**src/rtl/pw_pattern_match_if.sv**
```systemverilog
// Bus between the register block / capture front end and the pattern matcher.
interface pw_pattern_match_if #(
    parameter int pPATTERN_BYTES = 8
);
    logic                        I_arm;
    logic [8*pPATTERN_BYTES-1:0] I_pattern;
    logic [8*pPATTERN_BYTES-1:0] I_mask;
    logic [3:0]                  I_pattern_bytes;
    logic [7:0]                  I_data;
    logic                        I_data_valid;
    logic                        O_match;
    logic                        O_armed;
    logic [7:0]                  O_match_count;

    modport master (
        output I_arm, I_pattern, I_mask, I_pattern_bytes, I_data, I_data_valid,
        input  O_match, O_armed, O_match_count
    );

    modport slave (
        input  I_arm, I_pattern, I_mask, I_pattern_bytes, I_data, I_data_valid,
        output O_match, O_armed, O_match_count
    );
endinterface

```
**src/rtl/pw_pattern_match.sv**
```systemverilog
// Byte-stream pattern matcher: once armed, compares the most recent L captured
// bytes against a masked pattern and fires a one-cycle trigger pulse.
module pw_pattern_match #(
    parameter int pPATTERN_BYTES = 8
) (
    input  logic              fe_clk,
    input  logic              reset_i,
    pw_pattern_match_if.slave bus
);
    localparam int N     = pPATTERN_BYTES;
    localparam int CNT_W = $clog2(N + 1);

    typedef enum logic [1:0] {
        IDLE  = 2'd0,
        ARMED = 2'd1,
        DONE  = 2'd2
    } state_t;

    state_t           state_q, state_d;
    logic [7:0]       hist_q [N];
    logic [CNT_W-1:0] byte_cnt_q;
    logic [CNT_W-1:0] eff_len;
    logic [7:0]       count_q;
    logic             eval_q;
    logic             match_q;
    logic             match_d;
    logic             arm_low_q;
    logic             arm_rise;
    logic             shift_en;
    logic             clear_en;
    logic             bytes_ok;
    logic             match_hit;

    // arm_low_q is only set by a low level seen outside reset, so an arm
    // level held high through reset cannot look like a rising edge.
    assign arm_rise = bus.I_arm & arm_low_q;
    assign shift_en = (state_q == ARMED) & bus.I_data_valid;

    // Effective length: the 4-bit length field clamped to the history depth.
    always_comb begin
        // NOTE: every always_comb output gets a default first so no path can infer a latch.
        eff_len = CNT_W'(N);
        if (int'(bus.I_pattern_bytes) < N) begin
            eff_len = CNT_W'(bus.I_pattern_bytes);
        end
    end

    // Masked byte compare over the active window; bytes beyond L are ignored.
    always_comb begin
        bytes_ok = 1'b1;
        for (int k = 0; k < N; k++) begin
            if ((k < int'(eff_len)) &&
                (((hist_q[k] ^ bus.I_pattern[8*k +: 8]) & bus.I_mask[8*k +: 8]) != 8'd0)) begin
                bytes_ok = 1'b0;
            end
        end
    end

    assign match_hit = (eff_len != '0) && (byte_cnt_q >= eff_len) && bytes_ok;

    // Next-state and match decision; disarm takes priority over a pending match.
    always_comb begin
        state_d  = state_q;
        match_d  = 1'b0;
        clear_en = 1'b0;
        case (state_q)
            IDLE: begin
                if (arm_rise) begin
                    state_d  = ARMED;
                    clear_en = 1'b1;
                end
            end
            ARMED: begin
                if (!bus.I_arm) begin
                    state_d = IDLE;
                end else if (eval_q && match_hit) begin
                    state_d = DONE;
                    match_d = 1'b1;
                end
            end
            DONE: begin
                if (!bus.I_arm) begin
                    state_d = IDLE;
                end
            end
            default: state_d = IDLE;
        endcase
    end

    // State register.
    always_ff @(posedge fe_clk) begin
        // NOTE: sequential state uses non-blocking assignments so every register sees pre-edge values.
        if (reset_i) begin
            state_q <= IDLE;
        end else begin
            state_q <= state_d;
        end
    end

    // History shift register, byte counter, match pulse, counter and arm edge detector.
    always_ff @(posedge fe_clk) begin
        if (reset_i) begin
            // NOTE: the history is a small register file that must read as zero after reset, so it is reset explicitly.
            for (int k = 0; k < N; k++) begin
                hist_q[k] <= 8'd0;
            end
            byte_cnt_q <= '0;
            eval_q     <= 1'b0;
            match_q    <= 1'b0;
            count_q    <= 8'd0;
            arm_low_q  <= 1'b0;
        end else begin
            arm_low_q <= ~bus.I_arm;
            match_q   <= match_d;
            eval_q    <= shift_en;
            if (clear_en) begin
                for (int k = 0; k < N; k++) begin
                    hist_q[k] <= 8'd0;
                end
                byte_cnt_q <= '0;
            end else if (shift_en) begin
                hist_q[0] <= bus.I_data;
                for (int k = 1; k < N; k++) begin
                    hist_q[k] <= hist_q[k-1];
                end
                if (byte_cnt_q != CNT_W'(N)) begin
                    byte_cnt_q <= byte_cnt_q + CNT_W'(1);
                end
            end
            if (match_d && (count_q != 8'hFF)) begin
                count_q <= count_q + 8'd1;
            end
        end
    end

    assign bus.O_match       = match_q;
    assign bus.O_armed       = (state_q == ARMED);
    assign bus.O_match_count = count_q;
endmodule

```
**src/flat_wrapper.sv**
```systemverilog
// flat-port wrapper written by rule: the top's interface ports become plain ports
module pw_pattern_match_flat 
#(
    parameter int pPATTERN_BYTES = 8
)
  (fe_clk, reset_i, bus_I_arm, bus_I_pattern, bus_I_mask, bus_I_pattern_bytes, bus_I_data, bus_I_data_valid, bus_O_match, bus_O_armed, bus_O_match_count);
  pw_pattern_match_if #(.pPATTERN_BYTES(pPATTERN_BYTES)) bus_i ();
  input  logic fe_clk;
  input  logic reset_i;
  input wire logic [$bits(bus_i.I_arm)-1:0] bus_I_arm;
  input wire logic [$bits(bus_i.I_pattern)-1:0] bus_I_pattern;
  input wire logic [$bits(bus_i.I_mask)-1:0] bus_I_mask;
  input wire logic [$bits(bus_i.I_pattern_bytes)-1:0] bus_I_pattern_bytes;
  input wire logic [$bits(bus_i.I_data)-1:0] bus_I_data;
  input wire logic [$bits(bus_i.I_data_valid)-1:0] bus_I_data_valid;
  output wire logic [$bits(bus_i.O_match)-1:0] bus_O_match;
  output wire logic [$bits(bus_i.O_armed)-1:0] bus_O_armed;
  output wire logic [$bits(bus_i.O_match_count)-1:0] bus_O_match_count;
  assign bus_i.I_arm = bus_I_arm;
  assign bus_i.I_pattern = bus_I_pattern;
  assign bus_i.I_mask = bus_I_mask;
  assign bus_i.I_pattern_bytes = bus_I_pattern_bytes;
  assign bus_i.I_data = bus_I_data;
  assign bus_i.I_data_valid = bus_I_data_valid;
  assign bus_O_match = bus_i.O_match;
  assign bus_O_armed = bus_i.O_armed;
  assign bus_O_match_count = bus_i.O_match_count;
  pw_pattern_match #(.pPATTERN_BYTES(pPATTERN_BYTES)) u_core (.fe_clk(fe_clk), .reset_i(reset_i), .bus(bus_i));
endmodule
```
**config.mk**
```make
export PLATFORM = sky130hd
export DESIGN_NAME = pw_pattern_match_flat
export DESIGN_NICKNAME = d
export VERILOG_FILES = /design/src/rtl/pw_pattern_match_if.sv /design/src/rtl/pw_pattern_match.sv /design/src/flat_wrapper.sv
export SDC_FILE = /design/constraint.sdc
export NUM_CORES = 1
export LEC_CHECK = 0
export CAP_MARGIN = 20
export CELL_PAD_IN_SITES_DETAIL_PLACEMENT = 1
export CELL_PAD_IN_SITES_GLOBAL_PLACEMENT = 2
export CORE_AREA = 2 2 172 107
export DETAILED_ROUTE_END_ITERATION = 10
export DIE_AREA = 0 0 174 109
export MAX_ROUTING_LAYER = met4
export PLACE_DENSITY_LB_ADDON = 0.12
export REMOVE_ABC_BUFFERS = 1
export SYNTH_ARGS = -nofsm -noshare
export SYNTH_HDL_FRONTEND = slang
export SYNTH_SLANG_ARGS = --single-unit
```
**constraint.sdc**
```tcl
create_clock -name fe_clk -period 1.94 [get_ports fe_clk]
set_input_delay 0.194 -clock fe_clk [delete_from_list [all_inputs] [get_ports fe_clk]]
set_output_delay 0.194 -clock fe_clk [all_outputs]
set_load 0.02 [all_outputs]
```
# == Yosys cells after proc, flatten, opt, wreduce, memory -nomap -nowiden ==
# Memory sizes are Yosys's and may differ from the RTL's.
# Index checks and enable logic that the tools add are counted.
# totals
reg_bits,17
ram_bits,64
input_bits,144
out_inout_bits,10
word_cells,130
mem_count,1
# op_classes
addsub,2
n_lt_le_gt_ge,10
eq_ne,7
mux,44
bitwise,35
reduce_logical,25
# mem_list
name,depth,word_bits,rd,rd_ports_with_merged_regs,write_ports,line_no,rtl
u_core.hist_q,8,8,8,0,8,pw_pattern_match.sv:20,logic [7:0] hist_q [N];
# op_table
op,count
two-way mux 8 bit,16
AND 8 bit,8
nonzero test 8 bit,8
bitwise XOR 8 bit,8
two-way mux 1 bit,22
"less-than comparator 3 x 4 -> 1 bit, first input constant",4
OR 1 bit,16
logical AND 1 bit,12
"adder 8 x 1 -> 8 bit, second input constant",1
"less-than comparator 1 x 4 -> 1 bit, first input constant",2
"less-than comparator 2 x 4 -> 1 bit, first input constant",2
two-way mux 2 bit,4
"inequality test 8 bit, second input constant",1
case mux 2 bit (3 select lines),1
"adder 4 x 1 -> 4 bit, second input constant",1
>= comparator 4 bit,1
"less-than comparator 4 bit, second input constant",1
two-way mux 4 bit,1
"inequality test 4 bit, second input constant",1
nonzero test 4 bit,1
"inequality test 3 x 2 -> 1 bit, second input constant",1
AND reduction 3 bit,1
AND 1 bit,2
"equality test 2 x 1 -> 1 bit, second input constant",1
other kinds (7),7

# == Logic depth before layout (Yosys ltp) ==
# depth
ltp_word,18
ltp_mapped,9
depth_no_buf,9

# == Worst setup path after synthesis ==
# No wires, ideal clock.
# synth_path
path_kind,register to register
startpoint,memory u_core.hist_q[4][1] (netlist: u_core.hist_q[2][1])
endpoint,register u_core.count_q[4] (netlist: u_core.bus.O_match_count[4])
setup_time_ps,121
arrival_ps,1884
required_time_ps,1819
setup_slack_ps,-65
stages_incl_launch_ff,9
path_buffers,1
synth_period_minus_slack_ps,2005
path_cell_list,edfxtp_1 > xor2_1 > a22oi_1 > nand4_1 > a22oi_1 > a21oi_1 > buf_6 > nor4_1 > mux2_2
# synth_lines
item,line_no,rtl
"start, declared",pw_pattern_match.sv:20,
"end signal, assigned",pw_pattern_match.sv:131,count_q <= count_q + 8'd1;
"end, declared",pw_pattern_match.sv:23,logic [7:0] count_q;

==> run metrics <==
Synth Flop Type edfxtp_1; Placeable Area 17500 µm²; Clock Skew 8.51 ps; utilization after layout 40.2%; #FFs+latches synth 81; sequential share of the synthesized area 51.3%; RePlAce Congestion 0.799; PwrDens 618 nW/µm²; initial antenna violation count 0; Setup TNS -3290 ps; final wirelength 13.7 mm; Clock Pin Slew Worst Setup and Hold Paths 60 ps; Post-Synthesis Cell Area 4250 µm²; vias in the first global route 3905; detailed-router iteration count before antenna repair 4; Clock Root Buffer clkbuf_16; Ports 154; pin count of the biggest net entering global routing 34; Place WS -814 ps; final hold viol count 0; Clk Latency, worst-skew pair 330 ps; biggest cell delay along the critical path 440 ps; met2 Usage GRT 22.9%; HP Class in2reg; met3 track demand over resource 4.01%; outcome finished with violations; DRC 0; Routed WL per cell 16.4 µm; proportion of layout cells with a drive suffix above 1 18.5%; CP most frequent cell buf_4; Die Height 109 µm; drt initial violations 150; Row Count 38; # diodes 0; port bufs 153; nature of the critical path startpoint flip-flop; WP depth 8; WP data arrival 2510 ps; Worst Setup End Kind flip-flop; CTS Sinks 81; Worst slew margin 64.2%; CP required 2150 ps; Seq. cell area 2180 µm²; CP Capture Point u_core.bus.O_match_count[0]; Fillers 1939; DRT antenna net count 0; reg2reg end u_core.bus.O_match_count[0]; Yosys top cell area share 39.6%; failing checks negative setup slack; fin worst setup slack -365 ps; Final Cycle Share 119%; total CTS buffers 9; H-tree level count 3; number of flops mapped to enable cells by yosys 56; commonest non-fill, non-tap cell in the layout clkdlybuf4s50_1; CP delay by family, top compound AO/OA/AOI/OAI gates; first-pass GRT wire length 21.4 mm; Synth Instances 380; mean number of vias per cell 4.36; VDD IR max 0.317 mV; Tmin final 2300 ps; R2R Setup Slk -360 ps; CP cell instances xor2_1 -> a22oi_1 -> nand4_1 -> buf_4 -> o21a_2 -> buf_4 -> o41ai_4 -> a21oi_1; multi-input logic area 2210 µm²; commonest cells after routing, fill and taps aside 151 x clkdlybuf4s50_1, 64 x xor2_1, 58 x and2_1, 56 x edfxtp_1, 50 x buf_4; Total GRT Usage 15.3%; source of the critical timing path u_core.hist_q[2][7]; Slew Viols, Final 0; Overflow after GRT 0; Ys Warns 0; CTS Buffer Depth 2; worst-margin pin slew 537 ps; Lkg Pwr 2.77 nW; total power 4.35 mW; async set-reset flop share out of synthesis 0%; area leader, netlist edfxtp_1; Initial Util 24.3%; DR vias 3648; worst path buffer plus inverter count 2; maxcap violations 0; die width 174 µm; CTS tree yes; Critical-path top delay cell edfxtp_1; M1 GR Usage 21.1%; RSZ-0062 raised after global routing yes; CTS hold repair buffers 0; Fmax 0.434 GHz; Most Crowded Layer GR met2; crit path kind reg2reg; P&R area growth vs syn 65.3%; Synth area leaders edfxtp_1 40%, xor2_1 13%, dfxtp_1 12%; fin nets 742; Syn Area/Cell 11.2 µm²; critical-path maximum fanout 4; Synth cell types 42; post-DP HPWL 10.9 mm; Die ar. 19000 µm²; worst r2r src u_core.hist_q[2][7]; final setup fails 11; reg2reg path depth 8
sequential cells by signal (all words and copies together) (netlist names):
| name | cells |
|---|---|
| u_core.byte_cnt_q | 4 |
| u_core.bus.O_match_count | 8 |
| u_core.arm_low_q | 1 |
| u_core.eval_q | 1 |
| u_core.state_q | 2 |
| u_core.hist_q | 64 |
| u_core.bus.O_match | 1 |
per-layer routing:
layer  routed length [µm]  vias to the layer above
met5                    0                        -
met1                 6950                     1739
met4                  106                        0
met3                  680                       11
met2                 5970                      106
li1                     -                     1792
worst min path at each step:
stage | startpoint | depth (start not counted) | to | slack, ps
floorplan | reset_i | 1 | u_core.arm_low_q | 260
global placement | u_core.state_q[1] | 1 | u_core.state_q[0] | 440
detailed placement | u_core.state_q[1] | 1 | u_core.state_q[0] | 470
CTS | bus_I_data[5] | 3 | u_core.hist_q[0][5] | 400
global route | bus_I_data[5] | 3 | u_core.hist_q[0][5] | 410
finish | bus_I_data[5] | 3 | u_core.hist_q[0][5] | 410
metrics by stage:
stage	cell area [µm²]	instances	hold WS (ps)
after floorplan	4200	369	261
after detailed placement	6440	811	467
after global routing	7030	836	409
after CTS	6930	831	400
after global placement	6440	811	439
final	7030	836	407
worst register-to-register path, stage by stage (launching register included):
cell      delay, ps
edfxtp_1        440
xor2_1          170
a22oi_1         200
nand4_1         210
buf_4           200
o21a_2          280
buf_4           190
o41ai_4         380
a21oi_1         110
kinds of logic after synthesis:
kind of cell | count (synthesis) | share of synthesized area (%)
AND/OR/NAND/NOR | 140 | 18.6
multiplexers | 6 | 1.56
XOR/XNOR | 67 | 13.8
AO/OA/AOI/OAI | 63 | 10.9
buffers and inverters | 16 | 1.77
flip-flops | 81 | 51.3
adder cells (fa/ha/maj) | 7 | 2.06
report_power, final:
part | switching [mW] | total [mW] | internal [mW]
sequential | 0.0519 | 1.97 | 1.92
combinational | 0.269 | 0.699 | 0.430
clock | 0.681 | 1.68 | 0.996
total | 1.00 | 4.35 | 3.34
area by class of cell:
| cell class | count | area share (%) |
|---|---|---|
| sequential | 81 | 31.1 |
| tap | 240 | 4.27 |
| timing repair buffer | 211 | 28.8 |
| clock buffer | 11 | 3.31 |
| clock inverter | 5 | 0.801 |
| inverter | 5 | 0.267 |
| multi-input combinational | 283 | 31.5 |
cells in the mapped netlist, types with 3 or more instances:
cell type   n
nand4_1    12
nor2b_1     7
nor3_1      4
mux2_2      5
o21ai_0     3
edfxtp_1   56
a21oi_1    15
nand2_1    24
and2_1     58
xor2_1     65
inv_1       5
dfxtp_1    25
nand2b_1    4
ha_1        7
o41ai_1     3
clkbuf_1    9
nor4_1      3
a22oi_2     3
and3_1      5
a22oi_1    28
nor2_1     14
timing repair:
action                                  CTS  global route
buffers inserted                          5             5
cloned                                    0             0
gates resized for setup                  31            15
pin swaps                                22             9
endpoints found under the setup margin   11            11
Power figures use the tool's default switching activity.
